==> config.mk <==
export PLATFORM = sky130hd
export DESIGN_NAME = motor_spd_sequencer_flat
export DESIGN_NICKNAME = d
export VERILOG_FILES = /design/src/rtl/motor_spd_sequencer_if.sv /design/src/rtl/motor_spd_sequencer.sv /design/src/flat_wrapper.sv
export SDC_FILE = /design/constraint.sdc
export NUM_CORES = 1
export LEC_CHECK = 0
export CAP_MARGIN = 10
export CORE_MARGIN = 2
export CORE_UTILIZATION = 40
export DETAILED_ROUTE_END_ITERATION = 10
export GPL_TIMING_DRIVEN = 0
export PLACE_DENSITY_LB_ADDON = 0.15
export SLEW_MARGIN = 20
export SYNTH_ARGS = -nofsm -noshare
export SYNTH_HDL_FRONTEND = slang
export SYNTH_SLANG_ARGS = --single-unit
==> constraint.sdc <==
create_clock -name clk -period 6.9 [get_ports clk]
set_input_delay 0.69 -clock clk [delete_from_list [all_inputs] [get_ports clk]]
set_output_delay 0.69 -clock clk [all_outputs]
set_load 0.01 [all_outputs]
==> src/rtl/motor_spd_sequencer_if.sv <==
// Command/speed bundle between the flight controller and the motor speed sequencer.
// The master is the flight-controller side and the slave is the sequencer.
interface motor_spd_sequencer_if;
  logic        cmd_vld;
  logic [10:0] frnt_cmd;
  logic [10:0] bck_cmd;
  logic [10:0] lft_cmd;
  logic [10:0] rght_cmd;
  logic        arm_req;
  logic [10:0] frnt_spd;
  logic [10:0] bck_spd;
  logic [10:0] lft_spd;
  logic [10:0] rght_spd;
  logic        armed;
  logic        fault;
  logic        upd;

  modport master (
    output cmd_vld, frnt_cmd, bck_cmd, lft_cmd, rght_cmd, arm_req,
    input  frnt_spd, bck_spd, lft_spd, rght_spd, armed, fault, upd
  );

  modport slave (
    input  cmd_vld, frnt_cmd, bck_cmd, lft_cmd, rght_cmd, arm_req,
    output frnt_spd, bck_spd, lft_spd, rght_spd, armed, fault, upd
  );
endinterface

==> src/rtl/motor_spd_sequencer.sv <==
// Arming FSM, command watchdog and per-frame slew limiter for four ESC speed outputs.
// Speeds move only on the frame tick; an operator kill zeroes them at once.
module motor_spd_sequencer #(
  parameter int          FRAME_CLKS = 1048576,
  parameter logic [10:0] SLEW       = 11'd64,
  parameter logic [10:0] ARM_THRESH = 11'd32,
  parameter int          ARM_TICKS  = 8,
  parameter int          WD_TICKS   = 4
) (
  input  logic                 clk,
  input  logic                 rst_n,
  motor_spd_sequencer_if.slave bus
);
  localparam int DATA_W   = 11;
  localparam int CNT_W    = (FRAME_CLKS > 1) ? $clog2(FRAME_CLKS) : 1;
  localparam int ARM_CW   = $clog2(ARM_TICKS + 1);
  localparam int WD_CW    = $clog2(WD_TICKS + 1);
  localparam logic signed [DATA_W:0] SLEW_S = $signed({1'b0, SLEW});

  typedef enum logic [1:0] {
    DISARMED = 2'd0,
    ARMING   = 2'd1,
    ARMED    = 2'd2,
    FAULT    = 2'd3
  } state_t;

  state_t              state, state_nxt;
  logic [CNT_W-1:0]    frame_cnt;
  logic [ARM_CW-1:0]   arm_cnt, arm_cnt_nxt;
  logic [WD_CW-1:0]    wd_cnt, wd_cnt_nxt;
  logic [DATA_W-1:0]   cmd [4];
  logic [DATA_W-1:0]   tgt [4];
  logic [DATA_W-1:0]   spd [4];
  logic                upd_r;
  logic                tick;
  logic                all_low;
  logic                spd_nz;
  logic                qualify;
  logic                kill;

  // One step toward tgt, difference taken at 12 bits signed so no wrap is possible.
  function automatic logic [DATA_W-1:0] slew_step(input logic [DATA_W-1:0] cur,
                                                  input logic [DATA_W-1:0] goal);
    logic signed [DATA_W:0] diff;
    diff = $signed({1'b0, goal}) - $signed({1'b0, cur});
    if (diff > SLEW_S)
      return cur + SLEW;
    else if (diff < -SLEW_S)
      return cur - SLEW;
    else
      return goal;
  endfunction

  assign cmd[0] = bus.frnt_cmd;
  assign cmd[1] = bus.bck_cmd;
  assign cmd[2] = bus.lft_cmd;
  assign cmd[3] = bus.rght_cmd;

  assign tick    = (frame_cnt == CNT_W'(FRAME_CLKS - 1));
  assign all_low = (tgt[0] < ARM_THRESH) && (tgt[1] < ARM_THRESH) &&
                   (tgt[2] < ARM_THRESH) && (tgt[3] < ARM_THRESH);
  assign spd_nz  = (|spd[0]) || (|spd[1]) || (|spd[2]) || (|spd[3]);
  assign qualify = bus.arm_req && all_low;
  assign kill    = !bus.arm_req && ((state == ARMING) || (state == ARMED));

  always_ff @(posedge clk or negedge rst_n) begin
    if (!rst_n)
      frame_cnt <= '0;
    else if (tick)
      frame_cnt <= '0;
    else
      frame_cnt <= frame_cnt + 1'b1;
  end

  always_ff @(posedge clk or negedge rst_n) begin
    if (!rst_n) begin
      state   <= DISARMED;
      arm_cnt <= '0;
      wd_cnt  <= '0;
    end else begin
      state   <= state_nxt;
      arm_cnt <= arm_cnt_nxt;
      wd_cnt  <= wd_cnt_nxt;
    end
  end

  always_comb begin
    state_nxt   = state;
    arm_cnt_nxt = arm_cnt;
    wd_cnt_nxt  = '0;
    unique case (state)
      DISARMED: begin
        arm_cnt_nxt = '0;
        if (tick && qualify)
          state_nxt = ARMING;
      end
      ARMING: begin
        if (!bus.arm_req) begin
          state_nxt   = DISARMED;
          arm_cnt_nxt = '0;
        end else if (tick) begin
          if (!qualify) begin
            state_nxt   = DISARMED;
            arm_cnt_nxt = '0;
          end else if (arm_cnt == ARM_CW'(ARM_TICKS - 1)) begin
            state_nxt   = ARMED;
            arm_cnt_nxt = '0;
          end else begin
            arm_cnt_nxt = arm_cnt + 1'b1;
          end
        end
      end
      ARMED: begin
        // A command arriving on the tick clock still counts as fresh.
        if (!bus.arm_req) begin
          state_nxt = DISARMED;
        end else if (bus.cmd_vld) begin
          wd_cnt_nxt = '0;
        end else if (tick) begin
          if (wd_cnt == WD_CW'(WD_TICKS - 1))
            state_nxt = FAULT;
          else
            wd_cnt_nxt = wd_cnt + 1'b1;
        end else begin
          wd_cnt_nxt = wd_cnt;
        end
      end
      FAULT: begin
        if (tick && !spd_nz && !bus.arm_req)
          state_nxt = DISARMED;
      end
      default: state_nxt = DISARMED;
    endcase
  end

  // Targets and slew-limited speed registers; new targets take effect from the next tick.
  always_ff @(posedge clk or negedge rst_n) begin
    if (!rst_n) begin
      for (int i = 0; i < 4; i++) begin
        tgt[i] <= '0;
        spd[i] <= '0;
      end
      upd_r <= 1'b0;
    end else begin
      for (int i = 0; i < 4; i++) begin
        if (state == FAULT)
          tgt[i] <= '0;
        else if (bus.cmd_vld)
          tgt[i] <= cmd[i];

        if (kill || (state == DISARMED) || (state == ARMING))
          spd[i] <= '0;
        else if (tick && (state == ARMED))
          spd[i] <= slew_step(spd[i], tgt[i]);
        else if (tick && (state == FAULT))
          spd[i] <= slew_step(spd[i], '0);
      end
      upd_r <= kill ? spd_nz : (tick && ((state == ARMED) || (state == FAULT)));
    end
  end

  assign bus.frnt_spd = spd[0];
  assign bus.bck_spd  = spd[1];
  assign bus.lft_spd  = spd[2];
  assign bus.rght_spd = spd[3];
  assign bus.armed    = (state == ARMED);
  assign bus.fault    = (state == FAULT);
  assign bus.upd      = upd_r;
endmodule

==> src/flat_wrapper.sv <==
// flat-port wrapper written by rule: the top's interface ports become plain ports
module motor_spd_sequencer_flat 
#(
  parameter int          FRAME_CLKS = 1048576,
  parameter logic [10:0] SLEW       = 11'd64,
  parameter logic [10:0] ARM_THRESH = 11'd32,
  parameter int          ARM_TICKS  = 8,
  parameter int          WD_TICKS   = 4
)
  (clk, rst_n, bus_cmd_vld, bus_frnt_cmd, bus_bck_cmd, bus_lft_cmd, bus_rght_cmd, bus_arm_req, bus_frnt_spd, bus_bck_spd, bus_lft_spd, bus_rght_spd, bus_armed, bus_fault, bus_upd);
  motor_spd_sequencer_if bus_i ();
  input  logic clk;
  input  logic rst_n;
  input wire logic [$bits(bus_i.cmd_vld)-1:0] bus_cmd_vld;
  input wire logic [$bits(bus_i.frnt_cmd)-1:0] bus_frnt_cmd;
  input wire logic [$bits(bus_i.bck_cmd)-1:0] bus_bck_cmd;
  input wire logic [$bits(bus_i.lft_cmd)-1:0] bus_lft_cmd;
  input wire logic [$bits(bus_i.rght_cmd)-1:0] bus_rght_cmd;
  input wire logic [$bits(bus_i.arm_req)-1:0] bus_arm_req;
  output wire logic [$bits(bus_i.frnt_spd)-1:0] bus_frnt_spd;
  output wire logic [$bits(bus_i.bck_spd)-1:0] bus_bck_spd;
  output wire logic [$bits(bus_i.lft_spd)-1:0] bus_lft_spd;
  output wire logic [$bits(bus_i.rght_spd)-1:0] bus_rght_spd;
  output wire logic [$bits(bus_i.armed)-1:0] bus_armed;
  output wire logic [$bits(bus_i.fault)-1:0] bus_fault;
  output wire logic [$bits(bus_i.upd)-1:0] bus_upd;
  assign bus_i.cmd_vld = bus_cmd_vld;
  assign bus_i.frnt_cmd = bus_frnt_cmd;
  assign bus_i.bck_cmd = bus_bck_cmd;
  assign bus_i.lft_cmd = bus_lft_cmd;
  assign bus_i.rght_cmd = bus_rght_cmd;
  assign bus_i.arm_req = bus_arm_req;
  assign bus_frnt_spd = bus_i.frnt_spd;
  assign bus_bck_spd = bus_i.bck_spd;
  assign bus_lft_spd = bus_i.lft_spd;
  assign bus_rght_spd = bus_i.rght_spd;
  assign bus_armed = bus_i.armed;
  assign bus_fault = bus_i.fault;
  assign bus_upd = bus_i.upd;
  motor_spd_sequencer #(.FRAME_CLKS(FRAME_CLKS), .SLEW(SLEW), .ARM_THRESH(ARM_THRESH), .ARM_TICKS(ARM_TICKS), .WD_TICKS(WD_TICKS)) u_core (.clk(clk), .rst_n(rst_n), .bus(bus_i));
endmodule
==> results.md <==
- Number of global-route vias before repair: ~8000
- DRT iter0 DRCs: between 500 and 600
- Average size of a mapped cell: 8.56 um^2
- Final setup TNS: 0 ns
- CTS Buf Count: 17
- Synth Cell Area: slightly above 9000 um^2
- Outcome: finished, final reports clean
- Worst Hold Class: in2async
- Congestion Overflow GR: 0
- Number of synthesized flops with an enable pin: 0
- Num rows: 55
- Antenna-violating nets left: 0
- Mapped Cells: around 1100
- Post-synth ARST share: 100%
- Layout cells sized above 1: around 5.3%
- Max-Cap Viols: 0
- Initial antenna violation count: 0
- Total GRT Usage: 21.9%
- Total detailed-routing wirelength: 25900 um
- Clock buffer depth: 2
- Hold-fix buffers, CTS: 0
- Slew @ Worst Pin: around 1.1 ns
- Die area: around 24000 um^2
- Filler cells: about 2200
- First-pass detailed-route iteration total: 5
- Clk_skew: between 0.01 and 0.015 ns
- Syn_nets: between 1000 and 1500
- Post-route insts no fill: 1471
- Post-CTS Resized: 0
- Worst Setup Start Kind: flop
- Post-synth cell types: approximately 80
- Vias per cell: ~5.6
- Peak VDD IR: 0.000166 V
- Count leader, synth: dfrtp_1
- Via count: roughly 8300
- Fin. Hold Viols: 0
- Top cells by area, synth: dfrtp_1 33%, ha_1 8.7%, mux2i_1 6.0%, nor2_1 4.8%, o21ai_0 3.9%
- Most used DFF post-synth: dfrtp_1
- Synth Register Bits: 118
- Kind of critical path: reg2reg
- Synth cell count leaders: 118 x dfrtp_1, 115 x nor2_1, 76 x nand2_1
- CTS clk-pin slew, worst paths: around 0.060 ns
- Die height: about 150 um
- Placed cell areas: 10400 um^2
- Placer's final routability congestion estimate: between 0.9 and 1
- Starting density of the core: roughly 40%
- Final Cycle Share: roughly 56%
- Cells after DPL: about 1400
- # Post-CTS Setup Buffers: 0
- Pin count of the biggest net entering global routing: 81
- Sequential-to-total area share from yosys stat: between 30% and 40%
- Clk sinks: approximately 120
- Hold_ws: roughly 0.14 ns
- Yosys warns: 0
- Max Slew Vio Count: 0
- Max Clk Rate: approximately 260 MHz
- DRC: 0
- Period minus WS final: ~3.9 ns
- Data required, critical path: ~7.2 ns
- Area of the core: roughly 22000 um^2
- Dominant cell type by area after synthesis: dfrtp_1
- Layout area overhead: 20.7%
- Die Wd: between 150 and 200 um
- Relative slew slack: between 20% and 30%
- Worst-path maximum fanout: 10
- Final Instance Area: between 10000 and 15000 um^2
- Nets@finish: 1288
- H-tree levels: 4
- Critical path capture point type: flop
- Ports: 95
- Area share of the largest cell type after synthesis: 32.6%
- Static Leak: between 4 and 5 nW
- Data arrival time of the worst path: between 4 and 5 ns
- Count of final setup violators: 0
- I/O Buffers: 94
- Layout Utilization: between 40% and 50%
- PD cells: ~180 nW/um^2
- CTS tree: done
- DP Wirelength: 19400 um
- Antenna cells: 0
- First-pass GRT wire length: between 40000 and 50000 um
- WL/cell: 17.6 um
- Clock latency at the later pin of the worst-skew pair: between 0.4 and 0.5 ns
- Root Driver: clkbuf_16
- RSZ-0062 raised after global routing: false
-- layout by cell type, fill, tap and decap left out, types with 6 or more instances in the layout --
cell / count
a21oi_1: 64
xor2_1: 20
nand4_1: 14
o21a_1: 7
dfrtp_1: 118
ha_1: 63
clkbuf_16: 17
a22o_1: 20
nand2_1: 76
nor2b_1: 10
o21ai_0: 70
a211oi_1: 8
a221oi_1: 7
o31ai_1: 6
o211ai_1: 7
nor3_1: 26
nand3_1: 38
mux2i_1: 54
clkbuf_1: 30
nor2_1: 115
nor4_1: 16
inv_6: 7
a21o_1: 15
xnor2_1: 28
inv_1: 68
or3_1: 7
and3_1: 10
and2_1: 8
clkdlybuf4s50_1: 93
a31oi_1: 16
nand2b_1: 16
-- worst max-delay path, cell delays in order, from the launching register on --
cell       delay [ns]
dfrtp_1          0.38
clkbuf_1         0.33
inv_1            0.23
ha_1             0.32
clkbuf_1         0.26
nand2_1          0.19
a2111oi_0        0.59
nor3b_1          0.11
nand3b_1         0.25
a221oi_4         0.31
mux2i_1          0.20
nand2b_4         0.22
a21oi_4          0.25
o21ai_0          0.12
-- metrics by stage --
step	setup WS, ns	total power [mW]
final	3.02	1.98
after detailed placement	3.06	1.15
after global routing	2.59	2.08
after CTS	3.04	1.99
after global placement	0.140	1.15
after floorplan	3.79	1.03
-- report_power, final --
part           switching, mW  total (mW)  internal [mW]
clock network          0.367       0.833          0.467
logic                  0.219       0.389          0.169
registers             0.0371       0.755          0.718
total                  0.623        1.98           1.35
-- metal layers --
metal | vias up | part of all wire, % | track usage (%)
li1 | 4124 | - | -
met1 | 4012 | 49 | 30.4
met2 | 152 | 46 | 35.2
met3 | 23 | 3.8 | 4.20
met4 | 0 | 1.4 | 5.38
met5 | - | 0 | 0
-- path summary, 6_finish.rpt --
| kind | start | endpoint | slack [ns] | depth (start not counted) |
|---|---|---|---|---|
| max | u_core.bus.bck_spd[8] | u_core.bus.bck_spd[5] | 3.02 | 13 |
| max in group asynchronous | rst_n | u_core.bus.frnt_spd[9] | 6.02 | 2 |
| min in group clk | u_core.frame_cnt[14] | u_core.frame_cnt[14] | 0.47 | 1 |
| min reg2reg | u_core.frame_cnt[14] | u_core.frame_cnt[14] | 0.47 | 1 |
| max reg2reg | u_core.bus.bck_spd[8] | u_core.bus.bck_spd[5] | 3.02 | 13 |
| min | rst_n | u_core.tgt[0] | 0.14 | 1 |
-- state kept, by name, summed over array words and instances, names as in the netlist, 3 cells and up --
register             count
u_core.bus.bck_spd      11
u_core.bus.rght_spd     11
u_core.wd_cnt            3
u_core.bus.lft_spd      11
u_core.tgt              44
u_core.arm_cnt           4
u_core.bus.frnt_spd     11
u_core.frame_cnt        20
-- cells by family after synthesis --
kind of cell	Yosys count	synth area share, %
AOI/OAI and AO/OA	292	21.9
adders and majority gates	67	9.58
xor gates and xnor gates	48	4.64
DFF	118	32.6
and+or+nand+nor	370	20.1
muxes	59	6.71
buffers and inverters	105	4.44
-- cell type report --
cell class              instances  area, um^2  share of cell area, %
repair buffers                 95         973                   8.90
clock inverters                14         114                   1.04
multi-input cells             836        5710                   52.2
well taps                     285         357                   3.26
inverters                      69         259                   2.37
flip-flops and latches        118        2950                   27.0
plain buffers                  36         144                   1.32
clock buffers                  18         429                   3.92
No activity file was read; power rests on OpenSTA's default activity.
